===== src/rtl/partial_sum_accumulator_pkg.sv =====
// Shared definitions for the partial-sum accumulator: FSM encoding and
// saturation limits for a signed accumulator of a given width.
package partial_sum_accumulator_pkg;

  typedef enum logic [1:0] {
    IDLE  = 2'd0,
    ACCUM = 2'd1,
    DONE  = 2'd2
  } state_t;

  function automatic longint sat_max(input int w);
    return (64'sd1 <<< (w - 1)) - 64'sd1;
  endfunction

  function automatic longint sat_min(input int w);
    return -(64'sd1 <<< (w - 1));
  endfunction

endpackage


===== src/rtl/partial_sum_accumulator_sat_add.sv =====
// Combinational saturating add: signed accumulator plus sign-extended term,
// clamped to the accumulator range, with an overflow flag.
module partial_sum_accumulator_sat_add
  import partial_sum_accumulator_pkg::*;
#(
  parameter int IN_W  = 11,
  parameter int ACC_W = 16
) (
  input  logic signed [ACC_W-1:0] acc,
  input  logic signed [IN_W-1:0]  term,
  output logic signed [ACC_W-1:0] sum,
  output logic                    ovf
);

  localparam logic signed [ACC_W:0] MAX_W = (ACC_W+1)'(sat_max(ACC_W));
  localparam logic signed [ACC_W:0] MIN_W = (ACC_W+1)'(sat_min(ACC_W));

  logic signed [ACC_W:0] wide;

  function automatic logic signed [ACC_W-1:0] clip(input logic signed [ACC_W:0] v);
    if (v > MAX_W) return MAX_W[ACC_W-1:0];
    if (v < MIN_W) return MIN_W[ACC_W-1:0];
    return v[ACC_W-1:0];
  endfunction

  // One guard bit is enough: |term| < |acc range| since ACC_W > IN_W.
  always_comb begin
    wide = $signed({acc[ACC_W-1], acc})
         + $signed({{(ACC_W+1-IN_W){term[IN_W-1]}}, term});
    ovf  = (wide > MAX_W) || (wide < MIN_W);
    sum  = clip(wide);
  end

endmodule


===== src/rtl/partial_sum_accumulator.sv =====
// Accumulates NUM_TERMS signed terms into a saturating register and hands the
// total off on a valid/ready port; supports back-to-back restarts from DONE.
module partial_sum_accumulator
  import partial_sum_accumulator_pkg::*;
#(
  parameter int IN_W      = 11,
  parameter int ACC_W     = 16,
  parameter int NUM_TERMS = 4
) (
  input  logic                    clk,
  input  logic                    rst,
  input  logic                    start,
  input  logic                    in_valid,
  output logic                    in_ready,
  input  logic signed [IN_W-1:0]  in_data,
  output logic                    out_valid,
  input  logic                    out_ready,
  output logic signed [ACC_W-1:0] out_data,
  output logic                    out_sat,
  output logic                    busy
);

  localparam int CNT_W = $clog2(NUM_TERMS + 1);
  localparam logic [CNT_W-1:0] LAST_CNT = CNT_W'(NUM_TERMS - 1);

  state_t                  state_q, state_d;
  logic signed [ACC_W-1:0] acc_q;
  logic [CNT_W-1:0]        cnt_q;
  logic signed [ACC_W-1:0] out_data_q;
  logic                    out_sat_q;
  logic                    clr, take, last;
  logic signed [ACC_W-1:0] sum;
  logic                    ovf;

  partial_sum_accumulator_sat_add #(
    .IN_W (IN_W),
    .ACC_W(ACC_W)
  ) u_sat_add (
    .acc (acc_q),
    .term(in_data),
    .sum (sum),
    .ovf (ovf)
  );

  always_ff @(posedge clk or posedge rst) begin
    if (rst) state_q <= IDLE;
    else     state_q <= state_d;
  end

  always_comb begin
    state_d = state_q;
    clr     = 1'b0;
    take    = 1'b0;
    last    = 1'b0;
    case (state_q)
      IDLE: begin
        if (start) begin
          clr     = 1'b1;
          state_d = ACCUM;
        end
      end
      ACCUM: begin
        if (in_valid) begin
          take = 1'b1;
          if (cnt_q == LAST_CNT) begin
            last    = 1'b1;
            state_d = DONE;
          end
        end
      end
      DONE: begin
        // A start coinciding with the handshake skips the IDLE bubble.
        if (out_ready) begin
          if (start) begin
            clr     = 1'b1;
            state_d = ACCUM;
          end else begin
            state_d = IDLE;
          end
        end
      end
      default: state_d = IDLE;
    endcase
  end

  always_ff @(posedge clk or posedge rst) begin
    if (rst) begin
      acc_q      <= '0;
      cnt_q      <= '0;
      out_data_q <= '0;
      out_sat_q  <= 1'b0;
    end else if (clr) begin
      acc_q     <= '0;
      cnt_q     <= '0;
      out_sat_q <= 1'b0;
    end else if (take) begin
      acc_q <= sum;
      cnt_q <= cnt_q + CNT_W'(1);
      if (ovf)  out_sat_q  <= 1'b1;
      if (last) out_data_q <= sum;
    end
  end

  assign in_ready  = (state_q == ACCUM);
  assign out_valid = (state_q == DONE);
  assign busy      = (state_q == ACCUM) || (state_q == DONE);
  assign out_data  = out_data_q;
  assign out_sat   = out_sat_q;

endmodule


===== config.mk =====
export PLATFORM = sky130hd
export DESIGN_NAME = partial_sum_accumulator
export DESIGN_NICKNAME = d
export VERILOG_FILES = /design/src/rtl/partial_sum_accumulator_pkg.sv /design/src/rtl/partial_sum_accumulator_sat_add.sv /design/src/rtl/partial_sum_accumulator.sv
export SDC_FILE = /design/constraint.sdc
export NUM_CORES = 1
export LEC_CHECK = 0
export CORE_AREA = 10 10 87 89
export CTS_CLUSTER_SIZE = 30
export DETAILED_ROUTE_END_ITERATION = 10
export DIE_AREA = 0 0 97 99
export PLACE_DENSITY = 0.69
export SYNTH_ARGS = -nofsm -noshare
export SYNTH_HDL_FRONTEND = slang
export SYNTH_SLANG_ARGS = --single-unit

===== constraint.sdc =====
create_clock -name clk -period 2.27 [get_ports clk]
set_clock_uncertainty 0.15 [all_clocks]
set_input_delay 0.454 -clock clk [delete_from_list [all_inputs] [get_ports clk]]
set_output_delay 0.454 -clock clk [all_outputs]
set_load 0.02 [all_outputs]

==> metrics.txt <==
status=complete, but fails checks; failing checks=setup timing; crit path DAT=2.79 ns; CTS sink cnt=38; Routed Antenna Nets=0; RSZ-0062 raised after global routing=yes; antenna violations before repair=0; pre-CTS setup slack=-0.9815 ns; Worst setup EP type=flop; Area after DPL=about 3600 um^2; Max Cap Violations=0; HPWL Detailed=approximately 6.0 mm; worst setup margin=-0.4435 ns; synth unique cells=45; Setup TNS Final=-12.89 ns; core area=approximately 6000 um^2; Starting Density=0.4440; number of inserted diodes=0; flops & latches, synth=38; CTS root buf=clkbuf_8; Worst-Skew Late Latency=0.30 ns; GRT Util Overall=0.1666; syn nets=around 330; Clock Path Buffers=2; Syn Std Cell Area=roughly 2600 um^2; IO Pins=36; die area=9603 um^2; vias=2744; Final Setup Violations=33; Slew headroom=0.6705; I/O Buffers=35; WP data required=2.35 ns; path type of the worst min-delay path=flop to flop; vias in the first global route=2696; Worst Path Max Fanout=3; final instance area=4184 um^2; fill cell count=a little over 400; Worst Tran Pin Value=0.4942 ns; fin util=0.7151; Peak supply drop=about 0.8 mV; Cells after DPL=457; share of layout cells above drive strength 1=0.4035; Final Hold Vio Count=0; H-tree depth=2; die width=97 um; Overflow after GRT=0; Syn-to-layout area delta=61.08%; Tmin final=~2.7 ns; hold-fix buffers at CTS=0; Max Fclk=368.5 MHz; largest net degree at the start of global routing=39; kind of start point of the critical path=flop; Pwr Density=1454 nW/um^2; clock-pin slew on the worst setup and hold paths=approximately 0.090 ns; first-pass GRT wire length=approximately 14 mm; total CTS buffers=5; flop2flop setup slack=-0.44 ns; WL per Instance=18.38 um; async set-reset flop share out of synthesis=1.000; DR pass1 iterations=5; Finished Layout Cells=479; Pleak=between 1.5 and 2 nW; Via density=5.729; Post-Syn Instances=292; overall die height=99 um; drt drc=0; synthesized area per cell=about 8.9 um^2; Post-synth EDFFs=0; Pins Over Slew Limit=0; Primary FF master, synth=dfrtp_1; crit path kind=flop to flop; Seq/Total Area, Yosys=0.3661; Yosys Warn Count=0; fin nets=442; initial drt markers=199; WL final=just under 9 mm; Tcrit/Tclk final=1.195; Site Rows=28; CTS tree=built; GPL Wtd Cong=between 0.9 and 1
per-layer routing:
layer / vias up / part of all wire / GRT usage
li1: 1287 / - / -
met1: 1332 / 0.41 / 0.1956
met2: 105 / 0.51 / 0.3020
met3: 20 / 0.056 / 0.04120
met4: 0 / 0.016 / 0.02838
met5: - / 0 / 0
where the power goes:
group          switching [mW]  internal, mW
Clock                   0.284         0.441
Sequential              0.215         0.947
Combinational            2.23          1.97
repair_timing:
item                       CTS  global route
pin swaps                   29            17
setup endpoints to repair   36            33
setup buffers               10             6
resized for setup           56            21
path summary, 6_finish.rpt:
kind / from / cells after the start / end
setup / recovery: acc_q[0] / 12 / acc_q[4]
hold / removal: out_data[14] / 2 / out_data[14]
setup reg to reg: acc_q[0] / 12 / acc_q[4]
hold reg to reg: out_data[14] / 2 / out_data[14]
max in group asynchronous: rst / 3 / acc_q[11]
min in group asynchronous: rst / 3 / out_data[2]
through the flow:
stage | hold slack (ns) | total power, mW
after CTS | 0.3419 | 5.767
after global routing | 0.3881 | 6.439
final | 0.3571 | 6.085
after global placement | 0.3207 | 4.533
after floorplan | 0.3297 | 3.253
after detailed placement | 0.3337 | 4.606
flip-flops by register name (all words and copies together), names as in the netlist:
register	flops
acc_q	16
cnt_q	3
out_data	16
out_sat	1
state_q	2
area by class of cell:
type / count / area (um^2) / area share
timing repair buffer: 117 / 998.5 / 0.2386
inverter: 15 / 56.30 / 0.01346
tap: 75 / 93.84 / 0.02243
multi-input combinational: 226 / 1947 / 0.4653
sequential: 38 / 950.9 / 0.2273
clock buffer: 5 / 68.82 / 0.01645
clock inverter: 3 / 68.82 / 0.01645
layout by cell type (no fill, tap or decap), types with 3 or more instances in the layout:
master           count
ha_4                12
xnor2_1              9
clkbuf_8             5
ha_1                 9
dlygate4sd2_1       10
nand3_1             10
nand2_1             28
a21oi_1             21
nand4_1              6
o21ai_1              6
nor2_1              16
buf_6               10
buf_4               71
a21oi_2             19
inv_1               13
a31oi_1              5
o211ai_1             5
a31oi_2              3
dfrtp_1             38
o21ai_2              8
xor2_1               4
o21ai_0             16
clkdlybuf4s50_1     24
synth_stat cells (3+ instances only):
master	count	area [um^2]
o21ai_0	22	110.1
dfrtp_1	38	950.9
nand2_1	29	108.9
ha_1	22	275.3
or3_1	3	18.77
xor2_1	4	35.03
a21oi_1	41	205.2
o31ai_1	4	30.03
o22ai_1	3	18.77
nand2b_1	3	18.77
nor2_1	16	60.06
o211ai_1	5	37.54
a31oi_1	7	43.79
xnor2_1	9	78.83
clkbuf_1	7	26.28
inv_1	15	56.30
nand3_1	14	70.07
nand4_1	6	37.54
buf_2	3	15.01
o21ai_1	8	40.04
critical path: stages (launching register included):
cell	delay, ns
dfrtp_1	0.42
ha_4	0.16
inv_2	0.04
fa_2	0.33
nand2b_4	0.16
a21oi_4	0.15
o21ai_2	0.09
nor4b_4	0.14
buf_4	0.14
o211ai_1	0.29
buf_4	0.18
nand4_1	0.19
o21ai_1	0.20
cells by family after synthesis:
kind of cell,synth area share
AOI/OAI and AO/OA,0.2649
and+or+nand+nor,0.1532
DFF,0.3661
buffers and inverters,0.04768
adders and majority gates,0.1137
xor gates and xnor gates,0.05443
Note: power is estimated with default switching activity, not from simulation.
